==> config.mk <==
export PLATFORM = sky130hd
export DESIGN_NAME = pulse_sequence_checker_fsm
export DESIGN_NICKNAME = d
export VERILOG_FILES = /design/src/rtl/pulse_sequence_checker_fsm.sv
export SDC_FILE = /design/constraint.sdc
export NUM_CORES = 1
export LEC_CHECK = 0
export CORE_AREA = 2 2 70 72
export CTS_BUF_LIST = sky130_fd_sc_hd__clkbuf_4
export CTS_CLUSTER_SIZE = 16
export DETAILED_ROUTE_END_ITERATION = 8
export DIE_AREA = 0 0 72 74
export GPL_TIMING_DRIVEN = 0
export PLACE_DENSITY = 0.86
export SKIP_LAST_GASP = 1
export SYNTH_ARGS = -nofsm -noshare
export SYNTH_HDL_FRONTEND = slang
export SYNTH_SLANG_ARGS = --single-unit
==> constraint.sdc <==
create_clock -name i_clock -period 4.77 [get_ports i_clock]
set_clock_uncertainty 0.1 [all_clocks]
set_input_delay 0.954 -clock i_clock [delete_from_list [all_inputs] [get_ports i_clock]]
set_output_delay 0.954 -clock i_clock [all_outputs]
set_load 0.05 [all_outputs]
==> src/rtl/pulse_sequence_checker_fsm.sv <==
// Receive-side checker for the pulse sequencer's one-hot step bus: verifies step order
// and per-step durations, counts good sequences and keeps a sticky first-error record.
module pulse_sequence_checker_fsm #(
  parameter int NB_STATE     = 2,
  parameter int N_STEPS      = 5,
  parameter int LOG2_N_STEPS = 3,
  parameter int NB_TIMER     = 4,
  parameter int NB_SEQ_COUNT = 8
) (
  input  logic                         i_clock,
  input  logic                         i_reset,
  input  logic                         i_valid,
  input  logic [N_STEPS-1:0]           i_pulse_bus,
  input  logic [N_STEPS*NB_TIMER-1:0]  i_limit_time_bus,
  input  logic                         i_clear,
  output logic                         o_done,
  output logic                         o_error,
  output logic [1:0]                   o_error_code,
  output logic [LOG2_N_STEPS-1:0]      o_error_step,
  output logic [NB_SEQ_COUNT-1:0]      o_seq_count,
  output logic [NB_STATE-1:0]          o_state
);

  localparam int NB_CNT = NB_TIMER + 1;

  localparam logic [NB_STATE-1:0] ST_IDLE    = NB_STATE'(0);
  localparam logic [NB_STATE-1:0] ST_MEASURE = NB_STATE'(1);
  localparam logic [NB_STATE-1:0] ST_ERROR   = NB_STATE'(2);
  localparam logic [NB_STATE-1:0] ST_ILLEGAL = NB_STATE'(3);

  localparam logic [1:0] CODE_NONE  = 2'd0;
  localparam logic [1:0] CODE_ORDER = 2'd1;
  localparam logic [1:0] CODE_SHORT = 2'd2;
  localparam logic [1:0] CODE_LONG  = 2'd3;

  logic [NB_STATE-1:0]     state_q, state_d;
  logic [LOG2_N_STEPS-1:0] step_q, step_d;
  logic [NB_CNT-1:0]       cnt_q, cnt_d;
  logic                    done_q, done_d;
  logic                    err_q, err_d;
  logic [1:0]              code_q, code_d;
  logic [LOG2_N_STEPS-1:0] err_step_q, err_step_d;
  logic [NB_SEQ_COUNT-1:0] seq_count_q, seq_count_d;

  // A programmed field of zero stands for the full 2**NB_TIMER cycles.
  logic [NB_CNT-1:0] limit_len [N_STEPS];

  for (genvar k = 0; k < N_STEPS; k++) begin : g_limit
    logic [NB_TIMER-1:0] field;
    assign field        = i_limit_time_bus[k*NB_TIMER +: NB_TIMER];
    assign limit_len[k] = (field == '0) ? {1'b1, {NB_TIMER{1'b0}}} : {1'b0, field};
  end

  logic [NB_CNT-1:0]  cur_len;
  logic [NB_CNT-1:0]  cnt_inc;
  logic [N_STEPS-1:0] onehot_first;
  logic [N_STEPS-1:0] onehot_cur;
  logic [N_STEPS-1:0] onehot_next;
  logic               step_last;
  logic               err_hit;
  logic [1:0]         err_hit_code;

  assign cur_len      = limit_len[step_q];
  assign cnt_inc      = (&cnt_q) ? cnt_q : cnt_q + NB_CNT'(1);
  assign onehot_first = N_STEPS'(1);
  assign onehot_cur   = N_STEPS'(1) << step_q;
  assign onehot_next  = onehot_cur << 1;
  assign step_last    = (step_q == LOG2_N_STEPS'(N_STEPS - 1));

  // State register.
  always_ff @(posedge i_clock or posedge i_reset) begin
    if (i_reset) begin
      state_q     <= ST_IDLE;
      step_q      <= '0;
      cnt_q       <= '0;
      done_q      <= 1'b0;
      err_q       <= 1'b0;
      code_q      <= CODE_NONE;
      err_step_q  <= '0;
      seq_count_q <= '0;
    end else begin
      state_q     <= state_d;
      step_q      <= step_d;
      cnt_q       <= cnt_d;
      done_q      <= done_d;
      err_q       <= err_d;
      code_q      <= code_d;
      err_step_q  <= err_step_d;
      seq_count_q <= seq_count_d;
    end
  end

  // Next-state logic: classify the sampled bus against the current step.
  always_comb begin
    state_d      = state_q;
    step_d       = step_q;
    cnt_d        = cnt_q;
    done_d       = 1'b0;
    err_d        = err_q;
    code_d       = code_q;
    err_step_d   = err_step_q;
    seq_count_d  = seq_count_q;
    err_hit      = 1'b0;
    err_hit_code = CODE_NONE;

    unique case (state_q)
      ST_IDLE: begin
        if (i_valid) begin
          if (i_pulse_bus == onehot_first) begin
            state_d = ST_MEASURE;
            step_d  = '0;
            cnt_d   = NB_CNT'(1);
          end else if (i_pulse_bus != '0) begin
            err_hit      = 1'b1;
            err_hit_code = CODE_ORDER;
          end
        end
      end

      ST_MEASURE: begin
        if (i_valid) begin
          if (i_pulse_bus == onehot_cur) begin
            cnt_d = cnt_inc;
            if (cnt_inc > cur_len) begin
              err_hit      = 1'b1;
              err_hit_code = CODE_LONG;
            end
          end else if (!step_last && i_pulse_bus == onehot_next) begin
            if (cnt_q == cur_len) begin
              step_d = step_q + LOG2_N_STEPS'(1);
              cnt_d  = NB_CNT'(1);
            end else begin
              err_hit      = 1'b1;
              err_hit_code = CODE_SHORT;
            end
          end else if (step_last && i_pulse_bus == '0) begin
            if (cnt_q == cur_len) begin
              state_d = ST_IDLE;
              step_d  = '0;
              cnt_d   = '0;
              done_d  = 1'b1;
              if (!(&seq_count_q)) begin
                seq_count_d = seq_count_q + NB_SEQ_COUNT'(1);
              end
            end else begin
              err_hit      = 1'b1;
              err_hit_code = CODE_SHORT;
            end
          end else begin
            err_hit      = 1'b1;
            err_hit_code = CODE_ORDER;
          end
        end
      end

      ST_ERROR: begin
        state_d = ST_ERROR;
      end

      default: begin
        state_d = ST_IDLE;
        step_d  = '0;
        cnt_d   = '0;
      end
    endcase

    // Only reachable outside ERROR, so the first recorded error is never overwritten.
    if (err_hit) begin
      state_d    = ST_ERROR;
      err_d      = 1'b1;
      code_d     = err_hit_code;
      err_step_d = step_q;
    end

    if (i_clear) begin
      state_d     = ST_IDLE;
      step_d      = '0;
      cnt_d       = '0;
      done_d      = 1'b0;
      err_d       = 1'b0;
      code_d      = CODE_NONE;
      err_step_d  = '0;
      seq_count_d = '0;
    end
  end

  // Output logic: every output is a register image.
  always_comb begin
    o_state      = state_q;
    o_done       = done_q;
    o_error      = err_q;
    o_error_code = code_q;
    o_error_step = err_step_q;
    o_seq_count  = seq_count_q;
  end

  a_state_legal: assert property (@(posedge i_clock) disable iff (i_reset)
    state_q != ST_ILLEGAL);

  a_done_excl: assert property (@(posedge i_clock) disable iff (i_reset)
    !(done_q && err_q));

endmodule

=== Yosys cells after proc, flatten, opt, wreduce, memory -nomap -nowiden ===
Index checks and enable logic that the tools add are counted.

* Add/subtract/negate cells: 3
* Magnitude comparators: 2
* Equal/unequal tests: 26
* Shift operators: 1
* Mux-type cells: 80
* Bitwise operators: 1
* Reduce and logical (&&, ||, !) cells: 22

{| class="wikitable"
|+ Operators with widths
! kind !! number
|-
| 5-bit 2-to-1 mux || 17
|-
| 8-bit 2-to-1 mux || 8
|-
| 4-bit != test, second input constant || 9
|-
| 2-bit 2-to-1 mux || 17
|-
| 3-bit 2-to-1 mux || 11
|-
| 1-bit 2-to-1 mux || 21
|-
| 7-bit AND reduction || 3
|-
| 4-bit logical NOT || 5
|-
| 5-bit binary-select mux with 3-bit select || 1
|-
| 5-bit equality test || 3
|-
| 3-bit != test, second input constant || 5
|-
| 5-bit case mux with 3 select lines || 1
|-
| 2-bit nonzero test || 5
|-
| 3-bit case mux with 3 select lines || 1
|-
| 8-bit by 1-bit adder with 8-bit output, second input constant || 1
|-
| 2-bit != test, second input constant || 4
|-
| 8-bit AND reduction || 1
|-
| 2-bit case mux with 3 select lines || 1
|-
| 6-bit AND reduction || 1
|-
| 5-bit by 1-bit adder with 5-bit output, second input constant || 1
|-
| 5-bit by 1-bit equality test with 1-bit output, second input constant || 1
|-
| 5-bit > comparator || 1
|-
| 5-bit logical NOT || 1
|-
| 5-bit != test, second input constant || 1
|-
| 14 further kinds || 15
|}

* Register bits: 25
* Input bits: 29
* Word-level logic and storage cells: 143

=== Longest topological paths before layout ===
* Word-level depth: 14
* Mapped depth: 14

=== Worst setup path before layout ===
No wires, ideal clock.

* Path type: input -> register
* Start point: in i_limit_time_bus[8]
* End point: reg step_q[1]
* Library setup time: 122 ps
* Arrival time: 3,155 ps
* Required time: 4,548 ps
* Slack: 1,393 ps
* Cell stages on the path: 7
* Path buffers: 0
* Path through: nor4_1 > mux2_2 > a221oi_1 > a2111oi_4 > or3_4 > or3_1 > a32o_1

* Word-level cells in the longest chain between the ends: 8

{| class="wikitable"
|+ Ends and longest elaborated chain
! element !! RTL line !! RTL
|-
| start, declared || 14 || <nowiki>input logic [N_STEPS*NB_TIMER-1:0] i_limit_time_bus,</nowiki>
|-
| 4-bit logical NOT || 51 || <nowiki>assign limit_len[k] = (field == '0) ? {1'b1, {NB_TIMER{1'b0}}} : {1'b0, field};</nowiki>
|-
| 5-bit 2-to-1 mux * || 51 ||
|-
| 5-bit binary-select mux with 3-bit select * || 63 || <nowiki>assign cur_len = limit_len[step_q];</nowiki>
|-
| 5-bit 2-to-1 mux (implied by the code) * (2 in a row) || 63 ||
|-
| 5-bit equality test * || 129, 137 ||
|-
| 3-bit != test (no line) * || -- ||
|-
| 7-bit AND reduction (no line) * || -- ||
|-
| end signal, assigned || 83 || <nowiki>step_q <= step_d;</nowiki>
|-
| end, declared || 37 || <nowiki>logic [LOG2_N_STEPS-1:0] step_q, step_d;</nowiki>
|}

Mark *: on every way between the ends. The rest lies on a longest branch, timed or not. The select of a mux whose other input is x is not followed.
A chain may end at the register's enable or synchronous reset.

=== Worst setup path in the final report ===
* Start point: in i_limit_time_bus[17]
* End point: reg cnt_q[0]

* Word-level cells in the longest chain between the ends: 8

{| class="wikitable"
|+ Ends and longest elaborated chain
! element !! RTL line !! RTL
|-
| 4-bit logical NOT || 51 ||
|-
| 5-bit 2-to-1 mux * || 51 ||
|-
| 5-bit binary-select mux with 3-bit select * || 63 ||
|-
| 5-bit 2-to-1 mux (implied by the code) * (2 in a row) || 63 ||
|-
| 5-bit equality test * || 129, 137 ||
|-
| 4-bit != test (no line) * || -- ||
|-
| 6-bit AND reduction (no line) * || -- ||
|-
| end signal, assigned || 84 || <nowiki>cnt_q <= cnt_d;</nowiki>
|-
| end, declared || 38 || <nowiki>logic [NB_CNT-1:0] cnt_q, cnt_d;</nowiki>
|}

Marked as above.

==> results by group <==
Place
  • Port Buf Inserts: between 40 and 50
  • DP Worst Slack: around 0.65 ns
  • Detail Placement HPWL: roughly 4.8 mm
  • Placed instance count: approximately 380
  • Gp weighted congestion: 0.901

Layout
  • Area grow syn2layout: 22.6%
  • Cell Count, Final, Fillers Out: 380
  • Diode count: 0
  • Fraction of layout cells with a size suffix above 1: 0.107
  • Utilization after layout: 0.648
  • Final net count: approximately 370

Routing
  • Final wirelength: about 6.4 mm
  • Pre-antenna DRT Iters: 7
  • Drt wl/cell: 16.7 um
  • DRT iter0 DRCs: 234
  • Detail Route Antenna Nets: 0
  • Via-per-instance ratio: 6.27
  • Routed via count: ~2.4k
  • # DRC: 0

Clock network
  • Clock sink total: 25
  • CTS Buf Count: 3
  • CTS H-tree depth: 1
  • Post-CTS Hold Fix Bufs: 0
  • Clock tree buffer depth: 2
  • Root Buffer Master: clkbuf_4
  • CTS tree: yes
  • Worst-Skew Late Latency: 0.32 ns
  • CTS resizes: 0
  • Clock Pin Slew Worst Setup and Hold Paths: about 0.13 ns
  • Post-CTS Repair Setup Buffers: 0

Logic synthesis
  • Syn Inst Count: 277
  • Cell variety after synth: 66
  • Mean Syn Cell Area: 8.77 um2
  • Seq/Total Area, Yosys: 0.257
  • Number of flops mapped to enable cells by yosys: 0
  • Post-synthesis cell area: roughly 0.0024 mm2
  • Post-synth ARST share: 1.00
  • Primary FF master, synth: dfrtp_1
  • YS warnings: 0
  • Net Count, Synth: ~320
  • Synth Register Bits: 25

Timing
  • Worst-Margin Slew: between 0.9 and 1 ns
  • Hold Fails Final Rpt: 0
  • Maximum clock frequency: around 0.26 GHz
  • Unrepaired setup endpoints after global routing: no
  • Setup slack after layout: 0.904 ns
  • Slew Viols, Final: 0
  • Post-Route Setup TNS: 0 ns
  • Slew HR: 0.363
  • Finish-stage setup viols: 0
  • Crit path time final: 3.87 ns
  • Final worst path period share: 0.810

Run status
  • Status: complete, no violations

Power and ir drop
  • Clock power frac: 0.237
  • Leakage power total: ~1.2 nW
  • Seq pwr share: 0.506
  • Combinational share of power: 0.257
  • Pint: around 0.0003 W
  • PD cells: between 100 and 150 mW/mm2
  • Net Sw Frac: 0.292
  • Peak supply drop: between 0.1 and 0.15 mV
  • P_sw: ~0.00013 W

Global routing
  • Initial antenna violation count: 0
  • Pin count of the biggest net entering global routing: 26
  • Total grt overflow: 0
  • Gr usage total: 0.241
  • First-pass GRT wire length: ~10 mm
  • Vias in the first global route: about 2.3k

Floorplanning
  • Chip width: a little over 70 um
  • Full die area: roughly 0.0053 mm2
  • Core footprint: around 0.0046 mm2
  • Chip Height: ~74 um
  • Num rows: 25
  • Initial Utilization: 0.528
  • I/O Pins: 46

Setup path
  • Crit path DAT: roughly 4 ns
  • R2R cell count: 13
  • Reg2reg setup slack: 1.32 ns
  • WS Path Type: input port to register
  • CP endpoint kind: register
  • Critical path launch point type: input port
  • Reg2reg start: step_q[2]
  • Worst Path Required: 4.88 ns
  • R2R Path End: o_error_code[0]
  • Crit-path max FO: 10

Min path
  • Hold_sp: o_error
  • Hold crit path type: register to register
  • WHS Endpoint: o_error
  • Hold path depth: 2

Job
  • Max cap viols: 0
layout make-up:
type,count,area (um2)
Buffer,14,62.6
Inverter,9,33.8
Timing Repair Buffer,45,450
Multi-Input combinational cell,229,1710
Clock buffer,4,30.0
Tap cell,54,67.6
Sequential cell,25,626
Fill cell,387,1620
registers in the layout (all words and copies together), names as in the netlist:
name and flops:
step_q 3, o_error_step 3, o_error_code 2, o_seq_count 8
o_error 1, o_state 2, o_done 1, cnt_q 5
Yosys cell counts (6+ instances only):
cell     count  share of area
dfrtp_1     25           0.26
nor2_1      22          0.034
nand2_1     18          0.028
ha_1        12          0.062
mux2i_1     12          0.049
a21oi_1     11          0.023
nand3_1     11          0.023
xnor2_1     11          0.040
nor4_1      10          0.026
nor2b_1      9          0.023
buf_2        8          0.016
o21ai_0      8          0.016
inv_1        7          0.011
mux2_2       7          0.032
nand4_1      6          0.015
per-stage QoR:
stage          power (W)  hold slack [ns]  cell area (um2)
2_1_floorplan   0.000284            0.519             2430
3_3_place_gp    0.000330            0.424             2950
3_5_place_dp    0.000333            0.418             2950
4_1_cts         0.000433            0.445             2980
5_1_grt         0.000451            0.454             2980
6_report        0.000432            0.445             2980
cell usage in the layout, fill, tap and decap left out, types with 6 or more instances in the layout:
cell type,netlist,layout
a21oi_1,11,11
buf_2,8,8
clkdlybuf4s50_1,0,45
dfrtp_1,25,25
ha_1,12,12
inv_1,7,7
mux2_2,7,7
mux2i_1,12,12
nand2_1,18,18
nand3_1,11,11
nand4_1,6,6
nor2_1,22,22
nor2b_1,9,9
nor4_1,10,10
o21ai_0,8,8
xnor2_1,11,11
kinds of logic after synthesis:
family | count (synthesis) | share of synthesized area
fa+ha+maj | 12 | 0.0618
compound gates | 60 | 0.188
xor+xnor | 14 | 0.0505
simple gates | 121 | 0.305
mux | 22 | 0.0973
buf+inv | 23 | 0.0396
flops | 25 | 0.257
power groups by stage:
stage	clock network [W]	registers [W]	logic (W)
after global routing	0.000112	0.000219	0.000120
after global placement	0	0.000223	0.000107
after floorplan	0	0.000230	0.0000533
after detailed placement	0	0.000223	0.000110
final	0.000102	0.000219	0.000111
after CTS	0.000103	0.000219	0.000111
routing by layer:
metal	GRT usage	routed length, um	vias up
met2	0.420	3080	85
met1	0.298	2730	1126
met4	0.122	171	0
li1	-	-	1154
met5	0	0	-
met3	0.0298	375	16
critical path, cell delays in order:
cell             delay (ns)
clkdlybuf4s50_1        0.45
nor4_1                 0.54
nand3_1                0.18
xor2_1                 0.20
a2111oi_4              0.68
nor3_1                 0.16
o31ai_2                0.40
mux2_2                 0.39
worst max-delay path by stage:
stage                                    start         to  slack, ns  depth (start not counted)
after detailed placement  i_limit_time_bus[17]   cnt_q[0]       0.65                          8
after floorplan            i_limit_time_bus[8]  step_q[1]       1.39                          7
after global placement    i_limit_time_bus[16]   cnt_q[0]       0.73                          8
after CTS                 i_limit_time_bus[17]   cnt_q[0]       0.99                          8
final                     i_limit_time_bus[17]   cnt_q[0]       0.90                          8
after global routing      i_limit_time_bus[17]   cnt_q[0]       0.86                          8
Power figures use the tool's default switching activity.
